**src/rtl/select_key_event.sv**
```systemverilog
// Push-button front end: 2-flop synchroniser, per-key debouncer and a press/release FSM
// that emits one click per clean single-key press. Optional AUTO_REPEAT_EN adds held-key repeats.
module select_key_event #(
  parameter int unsigned NUM_KEYS        = 4,
  parameter int unsigned KEY_W           = 2,
  parameter int unsigned DEBOUNCE_CYCLES = 16,
  parameter int unsigned REPEAT_PERIOD   = 1024
) (
  input  logic                clock,
  input  logic                reset,
  input  logic [NUM_KEYS-1:0] keys,
  input  logic                enable,
  output logic [KEY_W-1:0]    direction_out,
  output logic                clicked,
  output logic                held,
  output logic                error_multi
);

  localparam int unsigned CNT_W = $clog2(DEBOUNCE_CYCLES + 1);
  localparam logic [CNT_W-1:0] CNT_LAST = CNT_W'(DEBOUNCE_CYCLES - 1);

  localparam logic [1:0] IDLE         = 2'd0;
  localparam logic [1:0] HELD         = 2'd1;
  localparam logic [1:0] WAIT_RELEASE = 2'd2;

  if (NUM_KEYS < 2 || (2 ** KEY_W) < NUM_KEYS || DEBOUNCE_CYCLES < 1 || REPEAT_PERIOD < 1)
  begin : g_bad_params
    $error("select_key_event: illegal parameter set");
  end

  logic [NUM_KEYS-1:0] s1_q, s1_d, s2_q, s2_d, deb_q, deb_d;
  logic [CNT_W-1:0]    cnt_q [NUM_KEYS];
  logic [CNT_W-1:0]    cnt_d [NUM_KEYS];

  logic [1:0]          state_q, state_d;
  logic [KEY_W-1:0]    dir_q, dir_d;
  logic [NUM_KEYS-1:0] key_mask_q, key_mask_d;
  logic                clicked_q, clicked_d, held_q, held_d, err_q, err_d;

`ifdef AUTO_REPEAT_EN
  localparam int unsigned REP_W = (REPEAT_PERIOD > 1) ? $clog2(REPEAT_PERIOD) : 1;
  localparam logic [REP_W-1:0] REP_LAST = REP_W'(REPEAT_PERIOD - 1);
  logic [REP_W-1:0] rep_q, rep_d;
`endif

  // Synchroniser and debouncer: a level change must persist DEBOUNCE_CYCLES cycles
  always_comb begin
    s1_d  = keys;
    s2_d  = s1_q;
    deb_d = deb_q;
    for (int i = 0; i < NUM_KEYS; i++) begin
      cnt_d[i] = '0;
      if (s2_q[i] != deb_q[i]) begin
        if (cnt_q[i] == CNT_LAST) deb_d[i] = s2_q[i];
        else                      cnt_d[i] = cnt_q[i] + CNT_W'(1);
      end
    end
  end

  logic                deb_onehot;
  logic                key_down;
  logic [KEY_W-1:0]    deb_idx;

  always_comb begin
    deb_idx = '0;
    for (int i = 0; i < NUM_KEYS; i++) begin
      if (deb_q[i]) deb_idx = KEY_W'(i);
    end
  end

  assign deb_onehot = (deb_q != '0) && ((deb_q & (deb_q - NUM_KEYS'(1))) == '0);
  // The accepted key is tracked as a mask so no out-of-range index is ever formed
  assign key_down   = |(deb_q & key_mask_q);

  always_comb begin
    state_d    = state_q;
    dir_d      = dir_q;
    key_mask_d = key_mask_q;
    clicked_d  = 1'b0;
    held_d     = held_q;
    err_d      = 1'b0;
`ifdef AUTO_REPEAT_EN
    rep_d      = rep_q;
`endif
    case (state_q)
      IDLE: begin
        if (enable && (deb_q != '0)) begin
          if (deb_onehot) begin
            dir_d      = deb_idx;
            key_mask_d = deb_q;
            clicked_d  = 1'b1;
            held_d     = 1'b1;
            state_d    = HELD;
`ifdef AUTO_REPEAT_EN
            rep_d      = '0;
`endif
          end else begin
            err_d   = 1'b1;
            state_d = WAIT_RELEASE;
          end
        end
      end
      HELD: begin
        if (!key_down) begin
          held_d  = 1'b0;
          state_d = (deb_q == '0) ? IDLE : WAIT_RELEASE;
        end
`ifdef AUTO_REPEAT_EN
        else if (enable) begin
          if (rep_q == REP_LAST) begin
            clicked_d = 1'b1;
            rep_d     = '0;
          end else begin
            rep_d = rep_q + REP_W'(1);
          end
        end
`endif
      end
      WAIT_RELEASE: begin
        if (deb_q == '0) state_d = IDLE;
      end
      default: begin
        state_d = IDLE;
        held_d  = 1'b0;
      end
    endcase
  end

  always_ff @(posedge clock or posedge reset) begin
    if (reset) begin
      s1_q       <= '0;
      s2_q       <= '0;
      deb_q      <= '0;
      for (int i = 0; i < NUM_KEYS; i++) cnt_q[i] <= '0;
      state_q    <= IDLE;
      dir_q      <= '0;
      key_mask_q <= '0;
      clicked_q  <= 1'b0;
      held_q     <= 1'b0;
      err_q      <= 1'b0;
`ifdef AUTO_REPEAT_EN
      rep_q      <= '0;
`endif
    end else begin
      s1_q       <= s1_d;
      s2_q       <= s2_d;
      deb_q      <= deb_d;
      for (int i = 0; i < NUM_KEYS; i++) cnt_q[i] <= cnt_d[i];
      state_q    <= state_d;
      dir_q      <= dir_d;
      key_mask_q <= key_mask_d;
      clicked_q  <= clicked_d;
      held_q     <= held_d;
      err_q      <= err_d;
`ifdef AUTO_REPEAT_EN
      rep_q      <= rep_d;
`endif
    end
  end

  assign direction_out = dir_q;
  assign clicked       = clicked_q;
  assign held          = held_q;
  assign error_multi   = err_q;

endmodule

```
**config.mk**
```make
export PLATFORM = sky130hd
export DESIGN_NAME = select_key_event
export DESIGN_NICKNAME = d
export VERILOG_FILES = /design/src/rtl/select_key_event.sv
export SDC_FILE = /design/constraint.sdc
export NUM_CORES = 1
export LEC_CHECK = 0
export ABC_AREA = 1
export CAP_MARGIN = 25
export CORE_UTILIZATION = 60
export CTS_CLUSTER_DIAMETER = 150
export DETAILED_ROUTE_END_ITERATION = 12
export DONT_BUFFER_PORTS = 1
export HOLD_SLACK_MARGIN = 0.03
export PLACE_DENSITY = 0.75
export SYNTH_ARGS = -nofsm -noshare
export SYNTH_HDL_FRONTEND = slang
export SYNTH_SLANG_ARGS = --single-unit
```
**constraint.sdc**
```tcl
create_clock -name clock -period 1.65 [get_ports clock]
set_input_delay 0.495 -clock clock [delete_from_list [all_inputs] [get_ports clock]]
set_output_delay 0.495 -clock clock [all_outputs]
set_load 0.05 [all_outputs]
```
==> results of run 1 <==
## registers in the layout, indices dropped and copies added, names as in the netlist
signal and flops:
s2_q 4, deb_q 4, key_mask_q 4, clicked 1, s1_q 4, cnt_q 20, error_multi 1, state_q 2
held 1, direction_out 2
## per-layer routing
| layer | vias up | routed length, µm | GRT usage |
|---|---|---|---|
| li1 | 570 | - | - |
| met1 | 537 | 1160 | 0.255 |
| met2 | 20 | 1220 | 0.318 |
| met3 | 8 | 85 | 0.0507 |
| met4 | 0 | 63 | 0.115 |
| met5 | - | 0 | 0 |
## logic make-up after synthesis
kind of cell	Yosys count	share of synthesized area
AOI/OAI and AO/OA	22	0.0753
DFF	43	0.605
adders and majority gates	4	0.0282
and+or+nand+nor	77	0.195
xor gates and xnor gates	8	0.0394
buffers and inverters	25	0.0570
## worst register-to-register path: cells and delay by family (launching register included)
kind                   cells  cell delay (ns)
DFF                        1             0.49
AOI/OAI and AO/OA          1             0.06
and+or+nand+nor            6             0.68
buffers and inverters      1             0.05
## cells in the mapped netlist, drive strengths merged
library cell / count / share of area
a21oi: 10 / 0.028
a31oi: 1 / 0.0035
and3: 3 / 0.011
buf: 1 / 0.0063
dfrtp: 43 / 0.61
ha: 4 / 0.028
inv: 24 / 0.051
nand2: 39 / 0.089
nand3: 6 / 0.020
nor2: 24 / 0.061
nor3: 4 / 0.011
o21ai: 11 / 0.044
or2: 1 / 0.0035
xnor2: 4 / 0.020
xor2: 4 / 0.020
## power breakdown
part / switching, W / internal, W
clock: 0.000299 / 0.000166
combinational: 0.0000744 / 0.0000379
sequential: 0.0000362 / 0.00109
## per-stage QoR
step                      hold slack (ns)  instance area [µm²]  worst slack (ns)
after floorplan                     0.331                 1780             0.152
after global placement              0.331                 1810             0.310
after detailed placement            0.335                 1810             0.284
after CTS                           0.149                 1860             0.135
after global routing                0.140                 1860             0.119
final                               0.162                 1860             0.164
## final timing paths
kind	slack [ns]	cells after the start	startpoint	end
max	0.16	0	held	held
min	0.16	2	reset	key_mask_q[1]
min reg2reg	0.36	0	s1_q[0]	s2_q[0]
max reg2reg	0.27	8	deb_q[1]	direction_out[0]
max in group asynchronous	1.14	2	reset	direction_out[1]
min in group clock	0.17	0	keys[0]	s1_q[0]
## area by class of cell
cell class | instances | area, µm²
Timing Repair Buffer | 1 | 7.51
Fill cell | 242 | 918
Clock buffer | 7 | 45.0
Clock inverter | 1 | 5.00
Inverter | 24 | 90.1
Tap cell | 31 | 38.8
Multi-Input combinational cell | 111 | 601
Sequential cell | 43 | 1080
==> flow_summary.yaml, run 1 <==
timing:
  fmax_mhz: 673
  finalSetupViolCount: 0
  hold_viol: 0
  max_slew_margin: 0.663
  tns_ns: 0
  tightest_slew_ns: 0.505
  finalCritPeriodShare: 0.900
  skew_ns: 0.0105
  finalMaxSlewViolations: 0
  rsz0062_at_grt: "no"
  period_minus_slack_ns: 1.49
yosys:
  syn_area_um2: 1780
  syn_nets: 190
  avgSynthCellArea_um2: 9.93
  synth_cell_types: 23
  ys_ff_latch: 43
  postSynthCellCount: 179
  yosysWarningCount: 0
  seq_area_frac_synth: 0.605
clock_tree:
  cts_setup_buffers: 0
  clk_pin_slew_ns: 0.12
  ctsLongestPathBuffers: 2
  cts_made_buffers: 5
  cts_hold_buffers: 0
  ctsResizeCount: 0
  clock-sinks: 43
  htreeDepth: 2
  cts_root_buffer: "clkbuf_4"
  cts_tree: "yes"
  clk_latency_ns: 0.34
finish:
  layout_common_cells: "dfrtp_1 (43), nand2_1 (36), inv_1 (23), nor2_1 (21), a21oi_1 (10)"
  fin_nets: 197
  fin_util: 0.670
  diodes: 0
  synthToLayoutAreaGrowth_pct: 4.79
  final_layout_size_suffix_gt1_frac: 0.118
  final_common_cell: "dfrtp_1"
  fin_cells: 218
global_routing:
  grt_max_degree: 44
  antenna_found_initial: 0
  grt_pass1_vias: 1149
  grt_usage: 0.202
  grt_pass1_wl_um: 4800
  grt_overflow: 0
floorplanning:
  fp.dieH_um: 56.4
  die_area_um2: 3180
  core_area_um2: 2780
  io_pins: 12
  rows: 19
  initial_core_util: 0.639
  die-width_um: 56.4
place:
  io_buffers: 0
  dp_cells: 210
  hpwl_um: 1840
  place_congestion: 0.821
setup_path:
  crit_type: "reg2out"
  cp-end-kind: "primary output"
  crit_fanout: 2
  worstSetupStartpointType: "flop"
  required_ns: 1.15
  cp_data_arrival_time_ns: 0.99
drt:
  ant_nets: 0
  drc: 0
  num_vias: 1135
  drtIter0Drc: 47
  wire_per_inst_um: 11.6
  viasPerCell: 5.21
  wirelength_um: 2530
  dr.pass1.iters: 4
job:
  cap_violations: 0
power_and_ir_drop:
  pwr_density_cell_nw_per_um2: 917
  finalPower_w: 0.00171
  cellLeakagePower_nw: 0.960
  peakVddDrop_mv: 0.747
min_path:
  hold_class: "in2async"
run_status:
  status: "completed"
No activity file was read; power rests on OpenSTA's default activity.
==> run 2, diff against run 1 <==
Settings changed: MAX_ROUTING_LAYER from default to met4, SLEW_MARGIN from default to 20.
==> flow_summary.yaml, run 2 (synthesis results as in run 1) <==
run_status:
  status: "completed"
drt:
  wire_per_inst_um: 11.6
  num_vias: 1135
  ant_nets: 0
  drc: 0
  dr.pass1.iters: 4
  drtIter0Drc: 43
  viasPerCell: 5.21
  wirelength_um: 2530
finish:
  diodes: 0
  fin_util: 0.670
  postLayoutCellArea_um2: 1860
  fill_cells: 242
  multi_input_area_um2: 601
  synthToLayoutAreaGrowth_pct: 4.79
  ff_latch_area_um2: 1080
  final_common_cell: "dfrtp_1"
  final_layout_size_suffix_gt1_frac: 0.118
  layout_common_cells: "dfrtp_1 (43), nand2_1 (36), inv_1 (23), nor2_1 (21), a21oi_1 (10)"
  largest_register_ffs: 20
  largest-register: "cnt_q"
  fin_nets: 197
clock_tree:
  clk_latency_ns: 0.34
  cts_hold_buffers: 0
  clock-sinks: 43
  ctsLongestPathBuffers: 2
  htreeDepth: 2
  cts_setup_buffers: 0
  cts_made_buffers: 5
  cts_tree: "yes"
  ctsResizeCount: 0
  cts_root_buffer: "clkbuf_4"
  clk_pin_slew_ns: 0.12
setup_path:
  cp-end-kind: "primary output"
  cp_data_arrival_time_ns: 0.99
  crit_type: "reg2out"
  worstSetupStartpointType: "flop"
  crit_fanout: 2
  required_ns: 1.15
place:
  hpwl_um: 1840
  place_congestion: 0.833
  dpl_cell_area_um2: 1810
  io_buffers: 0
global_routing:
  antenna_found_initial: 0
  grt_pass1_wl_um: 4800
  grt_overflow: 0
  grt_max_degree: 44
  grt_pass1_vias: 1150
  grt_usage: 0.208
min_path:
  hold_class: "in2async"
job:
  cap_violations: 0
floorplanning:
  fp.dieH_um: 56.4
  core_area_um2: 2780
  rows: 19
  die-width_um: 56.4
  die_area_um2: 3180
  initial_core_util: 0.639
  io_pins: 12
timing:
  finalSetupViolCount: 0
  hold_viol: 0
  fmax_mhz: 673
  tightest_slew_ns: 0.505
  finalMaxSlewViolations: 0
  tns_ns: 0
  max_slew_margin: 0.663
  period_minus_slack_ns: 1.49
  finalCritPeriodShare: 0.900
  skew_ns: 0.0105
  rsz0062_at_grt: "no"
power_and_ir_drop:
  cellLeakagePower_nw: 0.960
  peakVddDrop_mv: 0.747
  pwr_density_cell_nw_per_um2: 917
run 2: cell counts in the layout (fill, tap and decap cells not counted):
No cell type changed its count.
run 2: final cells by class:
class | instances | area share
well taps | 31 | 0.0208
repair buffers | 1 | 0.00403
clock inverters | 1 | 0.00269
multi-input cells | 111 | 0.322
flip-flops and latches | 43 | 0.578
inverters | 24 | 0.0484
clock buffers | 7 | 0.0242
run 2: routing by layer:
layer | share of wire | up-vias | routed length (µm) | GRT usage
met5 | 0 | - | 0 | -
met4 | 0.026 | 0 | 65 | 0.115
met3 | 0.034 | 8 | 85 | 0.0507
met2 | 0.48 | 20 | 1220 | 0.318
met1 | 0.46 | 537 | 1160 | 0.255
li1 | - | 570 | - | -
run 2: through the flow:
| step | power (W) | hold WS, ns | worst slack (ns) | instances |
|---|---|---|---|---|
| floorplan | 0.00123 | 0.331 | 0.152 | 179 |
| global placement | 0.00125 | 0.331 | 0.310 | 210 |
| detailed placement | 0.00127 | 0.335 | 0.284 | 210 |
| CTS | 0.00174 | 0.149 | 0.135 | 218 |
| global route | 0.00179 | 0.140 | 0.119 | 218 |
| finish | 0.00171 | 0.162 | 0.164 | 218 |
run 2: power breakdown:
part	switching, W	internal [W]
Combinational	0.0000744	0.0000379
Sequential	0.0000362	0.00109
Clock	0.000299	0.000166
Total	0.000410	0.00130
run 2: worst paths after layout:
| check | startpoint | endpoint | cells after the start | slack, ns |
|---|---|---|---|---|
| min in group clock | keys[0] | s1_q[0] | 0 | 0.17 |
| max reg2reg | deb_q[1] | direction_out[0] | 8 | 0.27 |
| min | reset | key_mask_q[1] | 2 | 0.16 |
| max | held | held | 0 | 0.16 |
| min reg2reg | s1_q[0] | s2_q[0] | 0 | 0.36 |
| max in group asynchronous | reset | direction_out[1] | 2 | 1.14 |
